===== config.mk =====
export PLATFORM = sky130hd
export DESIGN_NAME = pid_pwm_out
export DESIGN_NICKNAME = d
export VERILOG_FILES = /design/src/rtl/pid_pwm_pkg.sv /design/src/rtl/pid_pwm_chan.sv /design/src/rtl/pid_pwm_out.sv
export SDC_FILE = /design/constraint.sdc
export NUM_CORES = 1
export LEC_CHECK = 0
export BUFFER_PORTS_ARGS = -buffer_cell sky130_fd_sc_hd__buf_2
export CAP_MARGIN = 5
export CORE_MARGIN = 2
export CORE_UTILIZATION = 27
export DETAILED_ROUTE_END_ITERATION = 12
export GPL_TIMING_DRIVEN = 0
export PLACE_DENSITY_LB_ADDON = 0.2
export SKIP_LAST_GASP = 1
export SYNTH_ARGS = -nofsm -noshare
export SYNTH_HDL_FRONTEND = slang
export SYNTH_SLANG_ARGS = --single-unit

===== constraint.sdc =====
create_clock -name clk_pid -period 3.17 [get_ports clk_pid]
set_clock_uncertainty 0.2 [all_clocks]
set_input_delay 0.317 -clock clk_pid [delete_from_list [all_inputs] [get_ports clk_pid]]
set_output_delay 0.317 -clock clk_pid [all_outputs]
set_load 0.005 [all_outputs]

===== src/rtl/pid_pwm_pkg.sv =====
// Shared definitions for the PID PWM output stage: channel FSM encodings and
// the saturating absolute value used to turn a signed command into a duty.
package pid_pwm_pkg;

    typedef enum logic [1:0] {
        ST_RUN   = 2'd0,
        ST_DEAD  = 2'd1,
        ST_ALIGN = 2'd2
    } chan_state_e;

    // v is a w-bit signed value sign-extended to 32 bits; the most negative
    // w-bit value saturates to 2^(w-1)-1 so the magnitude always fits w-1 bits.
    function automatic logic [31:0] sat_abs(input logic signed [31:0] v, input int w);
        logic signed [31:0] most_neg;
        most_neg = -(32'sd1 <<< (w - 1));
        if (v == most_neg)
            sat_abs = (32'd1 << (w - 1)) - 32'd1;
        else if (v < 0)
            sat_abs = 32'(-v);
        else
            sat_abs = 32'(v);
    endfunction

endpackage


===== src/rtl/pid_pwm_chan.sv =====
// One sign/magnitude PWM channel: period-aligned shadow duty, dead-time FSM on
// direction reversal, and registered pwm/dir outputs.
module pid_pwm_chan
    import pid_pwm_pkg::*;
#(
    parameter int OW       = 12,
    parameter int DEADTIME = 16
) (
    input  logic                 clk_i,
    input  logic                 reset_i,
    input  logic                 ld_i,
    input  logic [OW-2:0]        cnt_i,
    input  logic signed [OW-1:0] cmd_i,
    input  logic                 en_i,
    output logic                 pwm_o,
    output logic                 dir_o,
    output chan_state_e          state_o
);

    localparam int MW = OW - 1;
    localparam logic [MW-1:0] DT_LAST = MW'(DEADTIME - 1);

    chan_state_e   state_q, state_d;
    logic [MW-1:0] duty_q, duty_d;
    logic          tneg_q, tneg_d;
    logic [MW-1:0] dtcnt_q, dtcnt_d;
    logic          dir_q, dir_d;
    logic          pwm_q, pwm_d;

    logic [MW-1:0] ld_mag;
    logic          ld_neg;
    logic [MW-1:0] duty_eff;
    logic          reversal;

    // On a load cycle the compare already uses the incoming duty, so each
    // period starts cleanly with its own value.
    assign ld_mag   = MW'(sat_abs(32'(cmd_i), OW));
    assign ld_neg   = cmd_i[OW-1];
    assign duty_eff = ld_i ? ld_mag : duty_q;
    assign reversal = ld_i && (ld_mag != '0) && (ld_neg != dir_q);

    always_ff @(posedge clk_i) begin
        if (reset_i) begin
            state_q <= ST_RUN;
            duty_q  <= '0;
            tneg_q  <= 1'b0;
            dtcnt_q <= '0;
            dir_q   <= 1'b0;
            pwm_q   <= 1'b0;
        end else begin
            state_q <= state_d;
            duty_q  <= duty_d;
            tneg_q  <= tneg_d;
            dtcnt_q <= dtcnt_d;
            dir_q   <= dir_d;
            pwm_q   <= pwm_d;
        end
    end

    always_comb begin
        state_d = state_q;
        dtcnt_d = dtcnt_q;
        dir_d   = dir_q;
        duty_d  = duty_eff;
        tneg_d  = ld_i ? ld_neg : tneg_q;
        case (state_q)
            ST_RUN: begin
                if (reversal) begin
                    state_d = ST_DEAD;
                    dtcnt_d = '0;
                end
            end
            ST_DEAD: begin
                dtcnt_d = dtcnt_q + MW'(1);
                if (dtcnt_q == DT_LAST) begin
                    dir_d   = tneg_q;
                    state_d = ST_ALIGN;
                end
            end
            ST_ALIGN: begin
                if (ld_i) begin
                    if (reversal) begin
                        state_d = ST_DEAD;
                        dtcnt_d = '0;
                    end else begin
                        state_d = ST_RUN;
                    end
                end
            end
            default: state_d = ST_RUN;
        endcase
    end

    always_comb begin
        pwm_d = 1'b0;
        case (state_q)
            ST_RUN:   pwm_d = !reversal && (cnt_i < duty_eff) && en_i;
            ST_ALIGN: pwm_d = ld_i && !reversal && (cnt_i < duty_eff) && en_i;
            default:  pwm_d = 1'b0;
        endcase
    end

    assign pwm_o   = pwm_q;
    assign dir_o   = dir_q;
    assign state_o = state_q;

endmodule


===== src/rtl/pid_pwm_out.sv =====
// PID output stage: per-address command capture, shared PWM period counter and
// one sign/magnitude PWM channel per PID address.
module pid_pwm_out
    import pid_pwm_pkg::*;
#(
    parameter int aw       = 1,
    parameter int ow       = 12,
    parameter int deadtime = 16
) (
    input  logic                    clk_pid,
    input  logic                    reset,
    input  logic                    ce,
    input  logic [aw-1:0]           a,
    input  logic [ow-1:0]           m_k,
    input  logic                    pwm_en,
    output logic [(1<<aw)-1:0]      pwm,
    output logic [(1<<aw)-1:0]      dir,
    output logic [2*(1<<aw)-1:0]    dbg_state_o,
    output logic [ow-2:0]           dbg_cnt_o
);

    localparam int AN = 1 << aw;
    localparam int MW = ow - 1;
    localparam logic [MW-1:0] CNT_LAST = MW'((1 << MW) - 2);

    logic signed [ow-1:0] cmd_q [AN];
    logic [MW-1:0]        cnt_q, cnt_d;
    logic                 ld;
    chan_state_e          st [AN];

    // ce is a valid-only strobe with no back-pressure: every ce is accepted.
    always_ff @(posedge clk_pid) begin
        if (reset) begin
            for (int i = 0; i < AN; i++) cmd_q[i] <= '0;
            cnt_q <= '0;
        end else begin
            if (ce) cmd_q[a] <= m_k;
            cnt_q <= cnt_d;
        end
    end

    always_comb begin
        cnt_d = (cnt_q == CNT_LAST) ? '0 : cnt_q + MW'(1);
    end

    assign ld        = (cnt_q == '0);
    assign dbg_cnt_o = cnt_q;

    for (genvar i = 0; i < AN; i++) begin : g_chan
        pid_pwm_chan #(
            .OW       (ow),
            .DEADTIME (deadtime)
        ) u_chan (
            .clk_i   (clk_pid),
            .reset_i (reset),
            .ld_i    (ld),
            .cnt_i   (cnt_q),
            .cmd_i   (cmd_q[i]),
            .en_i    (pwm_en),
            .pwm_o   (pwm[i]),
            .dir_o   (dir[i]),
            .state_o (st[i])
        );
        assign dbg_state_o[2*i +: 2] = st[i];
    end

endmodule

==> results.toml, run 1 <==
[placed_design]
placed_area_sq_mm = 0.00570
dp.cells = 862
post-place-ws_ns = -0.792
routabilityCongestion = 0.799
io_buffers = 35
dpl.hpwl_mm = 10.2

[grt]
antenna_found_initial = 0
grt_use_total_pct = 14.1
grt_overflow = 0
first_global_vias = 4329
grt_pass1_wl_mm = 22.5
grt_max_degree = 17

[power_and_ir_drop]
power_leakage_nw = 2.41
ir_worst_vdd_mv = 0.318
power.density_mw_per_mm2 = 478

[timing]
post-route-worst-setup-slack_ns = 0.0956
grt_setup_unrepaired = "true"
period_needed_ns = 3.07
slew_viol_final = 0
max_slew_margin_pct = 50.6
post-route-period-util_pct = 97.0
finalSetupViolCount = 0
whs_ns = 0.0613
max_freq_mhz = 325
finalHoldViolations = 0
worst_pin_slew_ns = 0.741

[floorplan]
dieHeight_um = 143
dieArea_sq_mm = 0.0204
core_sq_mm = 0.0188
rows = 50
pin_count = 36
die_w_um = 143
start_util_pct = 27.6

[setup_path]
worst-path-max-fanout = 6
slowest_delay_ns = 0.48
path_cells = "inv_2 > ha_4 > or4b_4 > o211ai_1 > o221a_2 > mux2i_2 > ha_1 > nand4_1 > nor2_2 > a2111oi_2 > o2111ai_1 > a211oi_2"
critPathSlowestCell = "or4b_4"
crit_end = "g_chan[0].u_chan.pwm_o"
crit_path_start = "cmd_q[0][1]"
worstPathRequired_ns = 3.24
rrSetupSlack_ns = 0.1
start_kind = "flip-flop"
r2r_end = "g_chan[0].u_chan.pwm_o"
worstSetupEndpointType = "flip-flop"
regToRegStartpoint = "cmd_q[0][1]"
reg2regPathDepth = 12
arrival_ns = 3.14
crit_type = "flip-flop to flip-flop"

[finish]
n_fill_cell = 1984
antenna_cells = 0
utilization_pct = 33.5
fin_nets = 676
layout_commonest_cell = "dfxtp_1"
final_cell_mix = "61 x dfxtp_1, 52 x nor2_1, 42 x nand2_1"
layoutNonFillerInstCount = 897
areaGrowthSynthToFinish_pct = 21.2
drive_gt1_share_pct = 23.7
stdcell_area_sq_mm = 0.00630

[yosys]
synth_top_area_share_pct = 25.0
synth.distinct_cells = 78
synth_cells = 567
synth_area_sq_mm = 0.00520
synth_edf_count = 24
avgSynthCellArea_sq_um = 9.17
synth-main-ff-cell = "dfxtp_1"
synth_top_cell_by_area = "dfxtp_1"
synth-seq-cells = 89
synth_fp_nets = 611
synthTopCellsByArea = "dfxtp_1 25%, edfxtp_1 14%, ha_1 6.5%"
yosys_warnings = 0
ys_seq_area_share_pct = 38.9
async_reset_ff_share_pct = 0

[routing]
routed_via_density = 5.02
post_drt_wl_per_cell_um = 15.8
drtPass1Iterations = 4
drc_errors = 0
vias = 4501
initialDrtViolationCount = 283
ant_nets = 0
routed_wl_mm = 14.1

[run_status]
status = "finished, final reports clean"

[clock_network]
clockBufferDepth = 2
cts_tree = "built"
root_buffer = "clkbuf_16"
htreeDepth = 3
clock_latency_ns = 0.35
clk_pin_slew_worst_paths_ns = 0.07
clock_sinks = 89
cts_hold_buf = 0
cts_buffers = 9

[flow_run]
max_cap_viol_count = 0

[worst_hold_path]
worstHoldPathType = "primary input to flip-flop"
[cell usage after synthesis (4+ instances only)]
master,number
dfxtp_1,65
nor2_1,53
nand2_1,43
a21oi_1,27
ha_1,27
and2_1,26
edfxtp_1,24
clkbuf_1,21
nand3_1,19
o21ai_0,17
inv_1,14
nand4_1,14
nor3_1,12
xor2_1,12
or3_1,11
nand3b_1,10
nor2b_1,10
o21ai_1,9
a31oi_1,8
xnor2_1,8
a311oi_2,7
a21o_1,6
nor4_1,6
buf_2,5
o211ai_1,5
o22ai_1,5
or2_2,5
a211oi_1,4
buf_4,4
mux2i_1,4
nor4_2,4
o21bai_1,4
[cell families (layout without fill, tap and decap cells)]
group / count (synthesis) / after routing / synth area share [%]
XOR/XNOR: 20 / 20 / 3.37
flip-flops: 89 / 89 / 38.9
AO/OA/AOI/OAI: 132 / 132 / 19.0
adder cells (fa/ha/maj): 27 / 27 / 6.50
multiplexers: 4 / 4 / 0.770
buffers and inverters: 49 / 119 / 4.38
AND/OR/NAND/NOR: 246 / 246 / 27.1
[sequential cells by signal, indices dropped and copies added, names as in the netlist]
register               flops
cmd_q                     24
g_chan.u_chan.state_o      4
g_chan.u_chan.dtcnt_q     22
g_chan.u_chan.dir_o        2
g_chan.u_chan.pwm_o        2
g_chan.u_chan.tneg_q       2
dbg_cnt_o                 11
g_chan.u_chan.duty_q      22
[metal layers]
| layer | track usage, % | up-vias | share of wire, % |
|---|---|---|---|
| li1 | - | 2235 | - |
| met1 | 18.3 | 2164 | 47 |
| met2 | 23.6 | 83 | 48 |
| met3 | 2.62 | 19 | 3.1 |
| met4 | 4.59 | 0 | 2.1 |
| met5 | 0 | - | 0 |
[timing repair]
item,in CTS,in global routing
gates resized for setup,27,15
endpoints found under the setup margin,2,2
setup buffers,8,12
pin swaps,3,10
[report_power, final]
group	switching [W]	internal, W	leakage, nW
Clock	0.000477	0.000618	0.140
Sequential	0.0000691	0.00125	0.769
Combinational	0.000352	0.000248	1.50
[layout make-up]
class	count	area, sq um	area share (%)
multi-input cells	429	3090	49.0
clock inverters	7	76.3	1.21
clock buffers	9	225	3.57
repair buffers	55	329	5.22
plain buffers	33	174	2.76
well taps	260	325	5.16
inverters	15	56.3	0.893
flip-flops and latches	89	2030	32.2
[stage by stage]
stage	power, W	setup TNS, ns
4_1_cts	0.00301	-0.0323
6_report	0.00301	0
3_5_place_dp	0.00186	-1.28
5_1_grt	0.00316	-0.142
2_1_floorplan	0.00170	0
3_3_place_gp	0.00185	-1.34
[critical path: cells and delay by family, from the launching register on]
kind	cells	cell delay (ns)
simple gates	3	0.64
compound gates	5	1.07
buf+inv	1	0.10
flops	1	0.41
fa+ha+maj	2	0.48
mux	1	0.10
[worst min-delay path by stage]
stage          depth (start not counted)  slack [ns]                 endpoint               startpoint
6_report                               2        0.06              cmd_q[0][7]                   m_k[7]
5_1_grt                                2        0.07             cmd_q[0][11]                  m_k[11]
4_1_cts                                2        0.05             cmd_q[0][11]                  m_k[11]
3_5_place_dp                           2        0.25  g_chan[1].u_chan.tneg_q  g_chan[1].u_chan.tneg_q
3_3_place_gp                           2        0.25  g_chan[1].u_chan.tneg_q  g_chan[1].u_chan.tneg_q
2_1_floorplan                          2        0.24  g_chan[0].u_chan.tneg_q  g_chan[0].u_chan.tneg_q
No activity file was read; power rests on OpenSTA's default activity.
==> inputs of run 2 (changes only) <==
- CELL_PAD_IN_SITES_DETAIL_PLACEMENT: default -> 0
- CELL_PAD_IN_SITES_GLOBAL_PLACEMENT: default -> 1
==> run 2 against run 1 <==
  * The flow now finishes with violations (negative setup slack)
  * Total power is 4.4% higher
  * Clock-buffer cell count is 3 higher
  * Clock power is 13% higher
==> results.toml, run 2 (synthesis results as in run 1) <==
[timing]
max_slew_margin_pct = 50.1
post-route-period-util_pct = 100
post-route-worst-setup-slack_ns = -0.00531
slew_viol_final = 0
finalSetupViolCount = 1
whs_ns = 0.0538
max_freq_mhz = 315
period_needed_ns = 3.18
finalHoldViolations = 0
grt_setup_unrepaired = "true"
worst_pin_slew_ns = 0.749

[setup_path]
arrival_ns = 3.26
path_cells = "inv_2 > ha_4 > or4b_4 > nor2_4 > a21oi_2 > nor3_2 > a21oi_2 > ha_1 > nand4_1 > nor2_2 > a2111oi_2 > o2111ai_1 > a211oi_2"
crit_type = "flip-flop to flip-flop"
worstPathRequired_ns = 3.25
critPathSlowestCell = "or4b_4"
slowest_delay_ns = 0.51
cp_top_family = "simple AND/OR/NAND/NOR gates"
cp_num_buf_inv = 1
start_kind = "flip-flop"
worstSetupEndpointType = "flip-flop"
worst-path-max-fanout = 7
cpMostUsedCell = "a21oi_2"

[routing]
vias = 4385
drc_errors = 0
routed_via_density = 4.92
ant_nets = 0
routed_wl_mm = 14.2
initialDrtViolationCount = 194
post_drt_wl_per_cell_um = 15.9
drtPass1Iterations = 4

[clock_network]
clk_pin_slew_worst_paths_ns = 0.07
clockBufferDepth = 2
cts_tree = "built"
cts_hold_buf = 0
clock_latency_ns = 0.35
cts_buffers = 9
htreeDepth = 3
root_buffer = "clkbuf_16"
clock_sinks = 89

[finish]
n_fill_cell = 1990
drive_gt1_share_pct = 22.8
stdcell_area_sq_mm = 0.00631
top_regs = "cmd_q x24, g_chan.u_chan.dtcnt_q x22, g_chan.u_chan.duty_q x22"
largest_reg_flops = 24
layoutNonFillerInstCount = 892
fin_nets = 671
final_cell_mix = "62 x dfxtp_1, 51 x nor2_1, 42 x nand2_1"
top_register = "cmd_q"
areaGrowthSynthToFinish_pct = 21.4
antenna_cells = 0
layout_commonest_cell = "dfxtp_1"

[power_and_ir_drop]
power_leakage_nw = 2.40
ir_worst_vdd_mv = 0.260
power.density_mw_per_mm2 = 498

[grt]
grt_overflow = 0
grt_use_met3_pct = 3.62
antenna_found_initial = 0
first_global_vias = 4251
met1_usage_pct = 19.1
grt_pass1_wl_mm = 22.8
grt_busiest_layer = "met2"
grtUsageMet2_pct = 23.4
grt_use_total_pct = 14.5
grt_max_degree = 16

[floorplan]
dieArea_sq_mm = 0.0204
rows = 50
core_sq_mm = 0.0188
die_w_um = 143
pin_count = 36
start_util_pct = 27.6
dieHeight_um = 143

[placed_design]
placed_area_sq_mm = 0.00570
io_buffers = 35
dpl.hpwl_mm = 10.5
dp.cells = 862
routabilityCongestion = 0.774

[flow_run]
max_cap_viol_count = 0

[run_status]
status = "complete, but fails checks"
failed_checks = "negative setup slack"

[worst_hold_path]
worstHoldPathType = "primary input to flip-flop"
run 2: cell count changes in the layout (fill, tap and decap cells not counted), sizes merged:
| cell | previous run | this run |
|---|---|---|
| clkinv | 0 | 2 |
| clkinvlp | 3 | 0 |
| inv | 18 | 15 |
| buf | 67 | 63 |
| clkbuf | 30 | 32 |
| bufinv | 1 | 2 |
run 2: repair_timing:
action / 4_1_cts / 5_1_grt
gates resized for setup: 31 / 12
pin swaps: 5 / 11
endpoints found under the setup margin: 2 / 2
cloned: 0 / 0
buffers inserted: 10 / 5
run 2: per-layer routing:
metal,up-vias,wire (um)
li1,2221,-
met1,2095,6940
met2,55,6620
met3,14,415
met4,0,186
met5,-,0
run 2: stage by stage:
stage	setup slack, ns	utilization [%]	power (W)	TNS [ns]
CTS	0.00453	33.1	0.00316	0
finish	-0.00531	33.5	0.00314	-0.00531
global placement	-0.806	30.3	0.00186	-1.23
floorplan	0.0996	-	0.00170	0
global route	-0.158	33.5	0.00330	-0.296
detailed placement	-0.839	30.3	0.00187	-1.32
run 2: path summary, 6_finish.rpt:
check                           cells past startpoint                    start                 endpoint  slack [ns]
worst max-delay path                               13              cmd_q[0][0]   g_chan[0].u_chan.pwm_o      -0.005
worst min-delay path                                2                   m_k[9]              cmd_q[0][9]        0.05
worst max register to register                     13              cmd_q[0][0]   g_chan[0].u_chan.pwm_o      -0.005
worst min register to register                      2  g_chan[1].u_chan.tneg_q  g_chan[1].u_chan.tneg_q        0.26
run 2: report_power, final:
part	switching [W]	internal, W
registers	0.0000682	0.00125
logic	0.000354	0.000247
clock network	0.000467	0.000761
run 2: worst register-to-register path: cells and delay by family, from the launching register on:
kind	cells	cell delay, ns
adder cells (fa/ha/maj)	2	0.47
AO/OA/AOI/OAI	5	0.81
flip-flops	1	0.43
buffers and inverters	1	0.10
AND/OR/NAND/NOR	5	1.09
run 2: cell type report:
type / instances / area, sq um / area share (%)
inverter: 15 / 56.3 / 0.892
clock inverter: 4 / 73.8 / 1.17
sequential: 89 / 2030 / 32.1
clock buffer: 12 / 268 / 4.24
multi-input combinational: 429 / 3100 / 49.0
timing repair buffer: 50 / 288 / 4.56
tap: 260 / 325 / 5.15
buffer: 33 / 181 / 2.87
